==> src/rtl/frame_sync_rx_if.sv <==
// Bundle between the serial demod front end and the frame receiver: bit strobe in, frame
// status pulses, last good frame and link counters out.
interface frame_sync_rx_if #(
    parameter int FRAME_W = 40
);
    logic               ser_i;
    logic               sync_flag;
    logic               clr_cnt;
    logic               header_flag;
    logic               valid_flag;
    logic               err_flag;
    logic               timeout_flag;
    logic [FRAME_W-1:0] valid_data_o;
    logic [15:0]        frame_cnt;
    logic [15:0]        err_cnt;
    logic               state_dbg;

    // Strobe semantics: ser_i is taken on every clock where sync_flag=1, no handshake back;
    // every status flag is a one-clock pulse and at most one of valid/err/timeout is high.
    modport master (
        output ser_i, sync_flag, clr_cnt,
        input  header_flag, valid_flag, err_flag, timeout_flag,
        input  valid_data_o, frame_cnt, err_cnt, state_dbg
    );

    modport slave (
        input  ser_i, sync_flag, clr_cnt,
        output header_flag, valid_flag, err_flag, timeout_flag,
        output valid_data_o, frame_cnt, err_cnt, state_dbg
    );
endinterface

==> src/rtl/frame_sync_rx.sv <==
// Serial frame receiver: hunts for HEADER in a strobed MSB-first bitstream, collects payload
// and checksum, validates it, and keeps saturating good/error counters.
module frame_sync_rx #(
    parameter int                  HEADER_W      = 8,
    parameter logic [HEADER_W-1:0] HEADER        = 8'hCC,
    parameter int                  PAYLOAD_BYTES = 3,
    parameter int                  CHK_MODE      = 0,
    parameter int                  TIMEOUT_CYC   = 64
) (
    input  logic           clk,
    input  logic           rst_n,
    frame_sync_rx_if.slave bus
);
    localparam int FRAME_W = HEADER_W + 8 * PAYLOAD_BYTES + 8;
    localparam int CNT_W   = $clog2(FRAME_W + 1);
    localparam int FILL_W  = $clog2(HEADER_W + 1);
    localparam int TO_W    = (TIMEOUT_CYC > 1) ? $clog2(TIMEOUT_CYC) : 1;

    typedef enum logic {HUNT, RECV} state_t;

    state_t             state;
    logic [HEADER_W-1:0] hdr_q;
    logic [FILL_W-1:0]   fill_q;
    logic [FRAME_W-1:0]  frame_q;
    logic [CNT_W-1:0]    bit_cnt;
    logic [TO_W-1:0]     to_cnt;

    logic [HEADER_W-1:0] hdr_next;
    logic [FRAME_W-1:0]  frame_next;
    logic [7:0]          sum;
    logic [7:0]          xr;
    logic                chk_ok;

    // Shift expressions written without slices so HEADER_W=1 stays legal.
    assign hdr_next   = (hdr_q << 1) | HEADER_W'(bus.ser_i);
    assign frame_next = (frame_q << 1) | FRAME_W'(bus.ser_i);
    assign bus.state_dbg = (state == RECV);

    always_comb begin
        sum = 8'd0;
        xr  = 8'd0;
        for (int i = 0; i < PAYLOAD_BYTES; i++) begin
            sum = 8'(sum + frame_next[8 + 8 * i +: 8]);
            xr  = xr ^ frame_next[8 + 8 * i +: 8];
        end
        case (CHK_MODE)
            1:       chk_ok = (xr == frame_next[7:0]);
            2:       chk_ok = (8'(sum + frame_next[7:0]) == 8'd0);
            default: chk_ok = (sum == frame_next[7:0]);
        endcase
    end

    always_ff @(posedge clk or negedge rst_n) begin
        if (!rst_n) begin
            state            <= HUNT;
            hdr_q            <= '0;
            fill_q           <= '0;
            frame_q          <= '0;
            bit_cnt          <= '0;
            to_cnt           <= '0;
            bus.header_flag  <= 1'b0;
            bus.valid_flag   <= 1'b0;
            bus.err_flag     <= 1'b0;
            bus.timeout_flag <= 1'b0;
            bus.valid_data_o <= '0;
            bus.frame_cnt    <= '0;
            bus.err_cnt      <= '0;
        end else begin
            bus.header_flag  <= 1'b0;
            bus.valid_flag   <= 1'b0;
            bus.err_flag     <= 1'b0;
            bus.timeout_flag <= 1'b0;

            // Counters follow the registered flags, so a clear in the flag cycle wins.
            if (bus.clr_cnt)
                bus.frame_cnt <= '0;
            else if (bus.valid_flag && bus.frame_cnt != 16'hFFFF)
                bus.frame_cnt <= bus.frame_cnt + 16'd1;

            if (bus.clr_cnt)
                bus.err_cnt <= '0;
            else if ((bus.err_flag || bus.timeout_flag) && bus.err_cnt != 16'hFFFF)
                bus.err_cnt <= bus.err_cnt + 16'd1;

            case (state)
                HUNT: begin
                    to_cnt <= '0;
                    if (bus.sync_flag) begin
                        if (fill_q >= FILL_W'(HEADER_W - 1) && hdr_next == HEADER) begin
                            bus.header_flag <= 1'b1;
                            state           <= RECV;
                            frame_q         <= FRAME_W'(HEADER);
                            bit_cnt         <= CNT_W'(HEADER_W);
                            hdr_q           <= '0;
                            fill_q          <= '0;
                        end else begin
                            hdr_q <= hdr_next;
                            if (fill_q < FILL_W'(HEADER_W))
                                fill_q <= fill_q + 1'b1;
                        end
                    end
                end
                RECV: begin
                    if (bus.sync_flag) begin
                        to_cnt  <= '0;
                        frame_q <= frame_next;
                        if (bit_cnt == CNT_W'(FRAME_W - 1)) begin
                            if (chk_ok) begin
                                bus.valid_flag   <= 1'b1;
                                bus.valid_data_o <= frame_next;
                            end else begin
                                bus.err_flag <= 1'b1;
                            end
                            state   <= HUNT;
                            bit_cnt <= '0;
                        end else begin
                            bit_cnt <= bit_cnt + 1'b1;
                        end
                    end else if (TIMEOUT_CYC != 0 && to_cnt == TO_W'(TIMEOUT_CYC - 1)) begin
                        bus.timeout_flag <= 1'b1;
                        state            <= HUNT;
                        to_cnt           <= '0;
                        bit_cnt          <= '0;
                        frame_q          <= '0;
                    end else if (TIMEOUT_CYC != 0) begin
                        to_cnt <= to_cnt + 1'b1;
                    end
                end
                default: state <= HUNT;
            endcase
        end
    end
endmodule
==> src/flat_wrapper.sv <==
// flat-port wrapper written by rule: the top's interface ports become plain ports
module frame_sync_rx_flat 
#(
    parameter int                  HEADER_W      = 8,
    parameter logic [HEADER_W-1:0] HEADER        = 8'hCC,
    parameter int                  PAYLOAD_BYTES = 3,
    parameter int                  CHK_MODE      = 0,
    parameter int                  TIMEOUT_CYC   = 64
)
  (clk, rst_n, bus_ser_i, bus_sync_flag, bus_clr_cnt, bus_header_flag, bus_valid_flag, bus_err_flag, bus_timeout_flag, bus_valid_data_o, bus_frame_cnt, bus_err_cnt, bus_state_dbg);
  frame_sync_rx_if bus_i ();
  input  logic clk;
  input  logic rst_n;
  input wire logic [$bits(bus_i.ser_i)-1:0] bus_ser_i;
  input wire logic [$bits(bus_i.sync_flag)-1:0] bus_sync_flag;
  input wire logic [$bits(bus_i.clr_cnt)-1:0] bus_clr_cnt;
  output wire logic [$bits(bus_i.header_flag)-1:0] bus_header_flag;
  output wire logic [$bits(bus_i.valid_flag)-1:0] bus_valid_flag;
  output wire logic [$bits(bus_i.err_flag)-1:0] bus_err_flag;
  output wire logic [$bits(bus_i.timeout_flag)-1:0] bus_timeout_flag;
  output wire logic [$bits(bus_i.valid_data_o)-1:0] bus_valid_data_o;
  output wire logic [$bits(bus_i.frame_cnt)-1:0] bus_frame_cnt;
  output wire logic [$bits(bus_i.err_cnt)-1:0] bus_err_cnt;
  output wire logic [$bits(bus_i.state_dbg)-1:0] bus_state_dbg;
  assign bus_i.ser_i = bus_ser_i;
  assign bus_i.sync_flag = bus_sync_flag;
  assign bus_i.clr_cnt = bus_clr_cnt;
  assign bus_header_flag = bus_i.header_flag;
  assign bus_valid_flag = bus_i.valid_flag;
  assign bus_err_flag = bus_i.err_flag;
  assign bus_timeout_flag = bus_i.timeout_flag;
  assign bus_valid_data_o = bus_i.valid_data_o;
  assign bus_frame_cnt = bus_i.frame_cnt;
  assign bus_err_cnt = bus_i.err_cnt;
  assign bus_state_dbg = bus_i.state_dbg;
  frame_sync_rx #(.HEADER_W(HEADER_W), .HEADER(HEADER), .PAYLOAD_BYTES(PAYLOAD_BYTES), .CHK_MODE(CHK_MODE), .TIMEOUT_CYC(TIMEOUT_CYC)) u_core (.clk(clk), .rst_n(rst_n), .bus(bus_i));
endmodule
==> config.mk <==
export PLATFORM = sky130hd
export DESIGN_NAME = frame_sync_rx_flat
export DESIGN_NICKNAME = d
export VERILOG_FILES = /design/src/rtl/frame_sync_rx_if.sv /design/src/rtl/frame_sync_rx.sv /design/src/flat_wrapper.sv
export SDC_FILE = /design/constraint.sdc
export NUM_CORES = 1
export LEC_CHECK = 0
export CAP_MARGIN = 30
export CELL_PAD_IN_SITES_DETAIL_PLACEMENT = 2
export CELL_PAD_IN_SITES_GLOBAL_PLACEMENT = 2
export CORE_MARGIN = 2
export CORE_UTILIZATION = 34
export DETAILED_ROUTE_END_ITERATION = 10
export HOLD_SLACK_MARGIN = 0.06
export PLACE_DENSITY_LB_ADDON = 0.3
export SLEW_MARGIN = 10
export SYNTH_ARGS = -nofsm -noshare
export SYNTH_HDL_FRONTEND = slang
export SYNTH_SLANG_ARGS = --single-unit
==> constraint.sdc <==
create_clock -name clk -period 3.2 [get_ports clk]
set_clock_uncertainty 0.15 [all_clocks]
set_input_delay 0.32 -clock clk [delete_from_list [all_inputs] [get_ports clk]]
set_output_delay 0.32 -clock clk [all_outputs]
set_load 0.05 [all_outputs]
# Yosys cells after proc, flatten, opt, wreduce, memory -nomap -nowiden
# Index checks and enable logic that the tools add are counted.
[op_classes]
n_eq_ne = 9
n_mux = 39
add_sub_neg = 7
n_reduce_logical = 11
bitwise = 3
n_lt_le_gt_ge = 2
[ops]
columns = ["cell", "n"]
rows = [
  ["$mux 39", 4],
  ["$pmux 39 s2", 1],
  ["$mux 16", 4],
  ["$mux 6", 7],
  ["$or 40x1->40", 1],
  ["$add 16x1->16 const B", 2],
  ["$ne 16x16->1 const B", 2],
  ["$pmux 6 s2", 2],
  ["$mux 1", 17],
  ["$add 8x8->8", 2],
  ["$add 6x1->6 const B", 2],
  ["$eq 6x6->1 const B", 2],
  ["$eq 8x8->1", 1],
  ["$eq 8x8->1 const B", 1],
  ["$mux 4", 2],
  ["$or 8x1->8", 1],
  ["$mux 7", 1],
  ["$reduce_and 3->1", 2],
  ["$reduce_bool 2->1", 3],
  ["$add 4x1->4 const B", 1],
  ["$ge 4x3->1 const B", 1],
  ["$lt 4x4->1 const B", 1],
  ["$reduce_and 4->1", 1],
  ["$logic_and 1x1->1", 3],
  ["other kinds (7)", 7],
]
[totals]
register_bits = 139
out_inout_bits = 77
elab_cells = 84

# Longest topological paths before layout
[logic_depth]
word_depth = 8
mapped_depth = 12
depth_no_buf = 11

# Worst setup path after synthesis
# No wires, ideal clock.
[synth_timing]
path_type = "reg-to-reg"
start = "register u_core.frame_q[8]"
end = "register u_core.bus.valid_data_o[0]"
stages_incl_launch_ff = 11
arrival_time_ps = 3116
path_buffers = 1
required_ps = 2925
setup_slack_ps = -192
period_less_slack_ps = 3392
cell_sequence = "dfrtp_1 fa_1 ha_1 fa_1 xnor2_1 xnor2_1 nor4_2 nand3_2 nor4_4 buf_6 mux2_4"
[synth_via]
elab_chain_len = 5
[synth_lines]
columns = ["element", "line", "text"]
rows = [
  ["from (decl)", "frame_sync_rx.sv:24", "logic [FRAME_W-1:0] frame_q;"],
  ["from (signal assigned)", "frame_sync_rx.sv:92", "frame_q <= FRAME_W'(HEADER);"],
  ["from (signal assigned)", "frame_sync_rx.sv:106", "frame_q <= frame_next;"],
  ["$or 40x1->40", "frame_sync_rx.sv:36", "assign frame_next = (frame_q << 1) | FRAME_W'(bus.ser_i);"],
  ["$add 8x8->8 (2 in a row)", "frame_sync_rx.sv:43", "sum = 8'(sum + frame_next[8 + 8 * i +: 8]);"],
  ["$eq 8x8->1", "frame_sync_rx.sv:49", "default: chk_ok = (sum == frame_next[7:0]);"],
  ["$reduce_and 4->1 (no source line)", "n/a", ""],
  ["to (signal assigned)", "frame_sync_rx.sv:110", "bus.valid_data_o <= frame_next;"],
  ["to (decl)", "frame_sync_rx_if.sv:29", "output valid_data_o, frame_cnt, err_cnt, state_dbg"],
]
# Every way passes these cells.
# A chain may end at the register's enable or synchronous reset.

# Final worst setup path
[layout_timing]
start = "register u_core.frame_q[8]"
end = "register u_core.bus.valid_data_o[18]"
# Same word-level chain as after synthesis.

==> results by group <==
Status
  • Status: finished with violations
  • Failing checks: negative setup slack

Critical path
  • Worst path buffer plus inverter count: 2
  • CP max FO: 7
  • CP Class: flip-flop to flip-flop
  • Crit. End Element: flip-flop
  • Worst EP arrival: 3610 ps
  • CP peak stage delay: 500 ps
  • Worst path required time: 3360 ps
  • CP delay by family, top: adder cells
  • CP Cell Sequence: fa_1 > ha_2 > fa_2 > a21o_1 > a21oi_2 > o21ai_2 > xnor2_2 > nor4_4 > buf_4 > buf_16 > mux2_4
  • CP Launch Type: flip-flop
  • Critical-path top delay cell: fa_1

STA
  • Crit path time final: 3450 ps
  • Final Max Tran Viols: 0
  • Tcrit/Tclk final: 108%
  • Worst setup margin: -254 ps
  • Fmax: 290 MHz
  • Slew @ Worst Pin: 798 ps
  • RSZ-0062 raised after global routing: yes
  • Final Hold Vio Count: 0
  • Relative slew slack: 46.6%
  • Final Setup Violations: 40

Placement
  • Dpl ws: -368 ps
  • Gpl congestion: 0.791
  • Placed cell area: 7610 µm²
  • DP Wirelength: 11.8 mm
  • PortBufs: 81

Route
  • Via count: 4,609
  • DR top layer: met4
  • DRC: 0
  • Avg WL per Cell: 20.4 µm
  • Drt first-iter violations: 203
  • TritonRoute pass-1 iters: 4
  • Met3 routed wirelength: 533 µm
  • Met2 wire len: 9.32 mm
  • Drt via density: 5.15
  • Met1 Wirelength: 8.19 mm
  • ANT nets after route: 0
  • WL final: 18.2 mm

Power
  • PwrDens: 500 nW/µm²
  • Worst VDD drop: 380 µV
  • P_leak: 3.75 nW
  • Pwr Total: 0.00418 W

Synthesis
  • Syn avg cell area: 12.1 µm²
  • Synth cell types: 52
  • Sequential fraction of the synthesis area: 54.5%
  • #FFs+latches synth: 139
  • Most frequent cells after synthesis: 139 x dfrtp_1, 53 x nor2_1, 50 x nand2_1
  • Largest area contributor in the netlist: dfrtp_1
  • Number of synthesized flops with an enable pin: 0
  • Ys flop type: dfrtp_1
  • Main area contributors after synthesis: dfrtp_1 55%, mux2_4 9.4%, a22o_1 4.3%, xor2_1 3.3%, nor2_1 3.1%
  • Most common cell in the synthesized netlist: dfrtp_1
  • Post-synth top area share: 54.5%
  • Gate Count Post-Synth: 529
  • Yosys warns: 0
  • Post-Syn Area: 6380 µm²
  • Asr flop ratio synth: 100%
  • Total nets after synthesis: 553

Die
  • Core Box Area: 18,600 µm²
  • Die area: 19,900 µm²
  • Die Width: 141 µm
  • FP Rows: 50
  • Top-Level Pins: 82
  • Die Y: 141 µm
  • Starting Density: 34.3%

CTS
  • Clk sink count: 139
  • Clk_lat worst skew: 420 ps
  • Clock root cell: clkbuf_16
  • CTS tree: built
  • CTS buffer count: 17
  • Clock tree buffer depth: 2
  • Clock-pin slew on the worst setup and hold paths: 60 ps
  • CTS H-Tree Depth: 4

Finish
  • # diodes: 0
  • Share of layout cells above drive strength 1: 18.8%
  • # fillers: 1,835
  • Area growth syn-to-layout: 30.9%
  • Fin area: 8350 µm²
  • Layout Nets: 672

GRT
  • Largest net degree at the start of global routing: 72
  • Overall Global Routing Usage: 18.7%
  • Number of global-route vias before repair: 5,232
  • Initial antenna violation count: 0
  • Gr ovfl total: 0
  • First-pass GRT wire length: 29.0 mm

Worst hold path
  • Hold Path Class: flip-flop to flip-flop

Run
  • Max Cap Viol: 0
registers in the layout, indices dropped and copies added, names as in the netlist:
signal,count
u_core.bus.valid_data_o,40
u_core.fill_q,4
u_core.bus.state_dbg,1
u_core.bus.frame_cnt,16
u_core.bus.timeout_flag,1
u_core.to_cnt,6
u_core.hdr_q,7
u_core.bus.err_flag,1
u_core.bit_cnt,6
u_core.bus.valid_flag,1
u_core.frame_q,39
u_core.bus.err_cnt,16
u_core.bus.header_flag,1
where the power goes:
part / switching, W / internal [W]
sequential: 0.0000701 / 0.00182
combinational: 0.000221 / 0.000166
clock: 0.000818 / 0.00108
total: 0.00111 / 0.00307
path summary, 6_finish.rpt:
kind,from,endpoint,slack [ps],depth (start not counted)
worst min-delay path,u_core.to_cnt[0],u_core.to_cnt[0],310,1
worst max-delay path,u_core.frame_q[8],u_core.bus.valid_data_o[18],-250,11
max in group asynchronous,rst_n,u_core.hdr_q[4],1750,3
min in group asynchronous,rst_n,u_core.bus.frame_cnt[8],320,2
worst min register to register,u_core.to_cnt[0],u_core.to_cnt[0],310,1
worst max register to register,u_core.frame_q[8],u_core.bus.valid_data_o[18],-250,11
routing by layer:
metal / global-route usage, % / vias to the layer above
li1: - / 2101
met1: 24.1 / 2415
met2: 32.7 / 80
met3: 3.46 / 13
met4: 4.89 / 0
met5: 0 / -
per-stage QoR:
| stage | hold slack [ps] | util (%) | std cells | TNS [ps] |
|---|---|---|---|---|
| after floorplan | -126 | - | 529 | -4530 |
| after global placement | 220 | 40.9 | 854 | -6690 |
| after detailed placement | 228 | 40.9 | 854 | -13960 |
| after CTS | 317 | 44.6 | 892 | -6360 |
| after global routing | 356 | 44.9 | 895 | -12490 |
| final | 314 | 44.9 | 895 | -8900 |
cells by family (layout without fill, tap and decap cells):
group | after synthesis | count (layout) | synth area share (%)
multiplexers | 41 | 41 | 9.57
XOR/XNOR | 44 | 44 | 6.04
flip-flops | 139 | 139 | 54.5
AO/OA/AOI/OAI | 87 | 87 | 9.47
adder cells (fa/ha/maj) | 19 | 19 | 4.67
buffers and inverters | 27 | 159 | 2.57
AND/OR/NAND/NOR | 172 | 172 | 13.2
cell usage in the layout, fill, tap and decap left out, types with 3 or more instances in the layout:
cell	n
dfrtp_1	139
clkdlybuf4s50_1	80
nor2_1	53
nand2_1	50
mux2_4	40
a22o_1	31
buf_4	30
xor2_1	24
o21ai_0	21
xnor2_1	19
clkbuf_16	19
nand3_1	17
a21oi_1	13
nand4_1	10
ha_1	10
inv_1	7
nor3_1	7
fa_1	7
a31oi_1	5
and3_1	5
inv_6	4
clkinvlp_4	4
clkinv_4	4
nand2b_1	3
and2_1	3
nor4_1	3
and4_1	3
buf_12	3
cell type report:
cell class / count / area, µm² / area share, %
Timing Repair Buffer: 120 / 1220 / 14.7
Inverter: 7 / 26.3 / 0.315
Tap cell: 234 / 293 / 3.51
Clock inverter: 15 / 140 / 1.68
Clock buffer: 17 / 425 / 5.09
Multi-Input combinational cell: 363 / 2760 / 33.1
Sequential cell: 139 / 3480 / 41.7
what timing repair did:
| action | in CTS | in global routing |
|---|---|---|
| pin swaps | 3 | 4 |
| endpoints found under the setup margin | 40 | 40 |
| resized for setup | 7 | 3 |
| endpoints found under the hold margin | 69 | 0 |
| hold buffers | 1 | 0 |
| cloned | 2 | 2 |
| buffers inserted | 3 | 1 |
No activity file was read; power rests on OpenSTA's default activity.
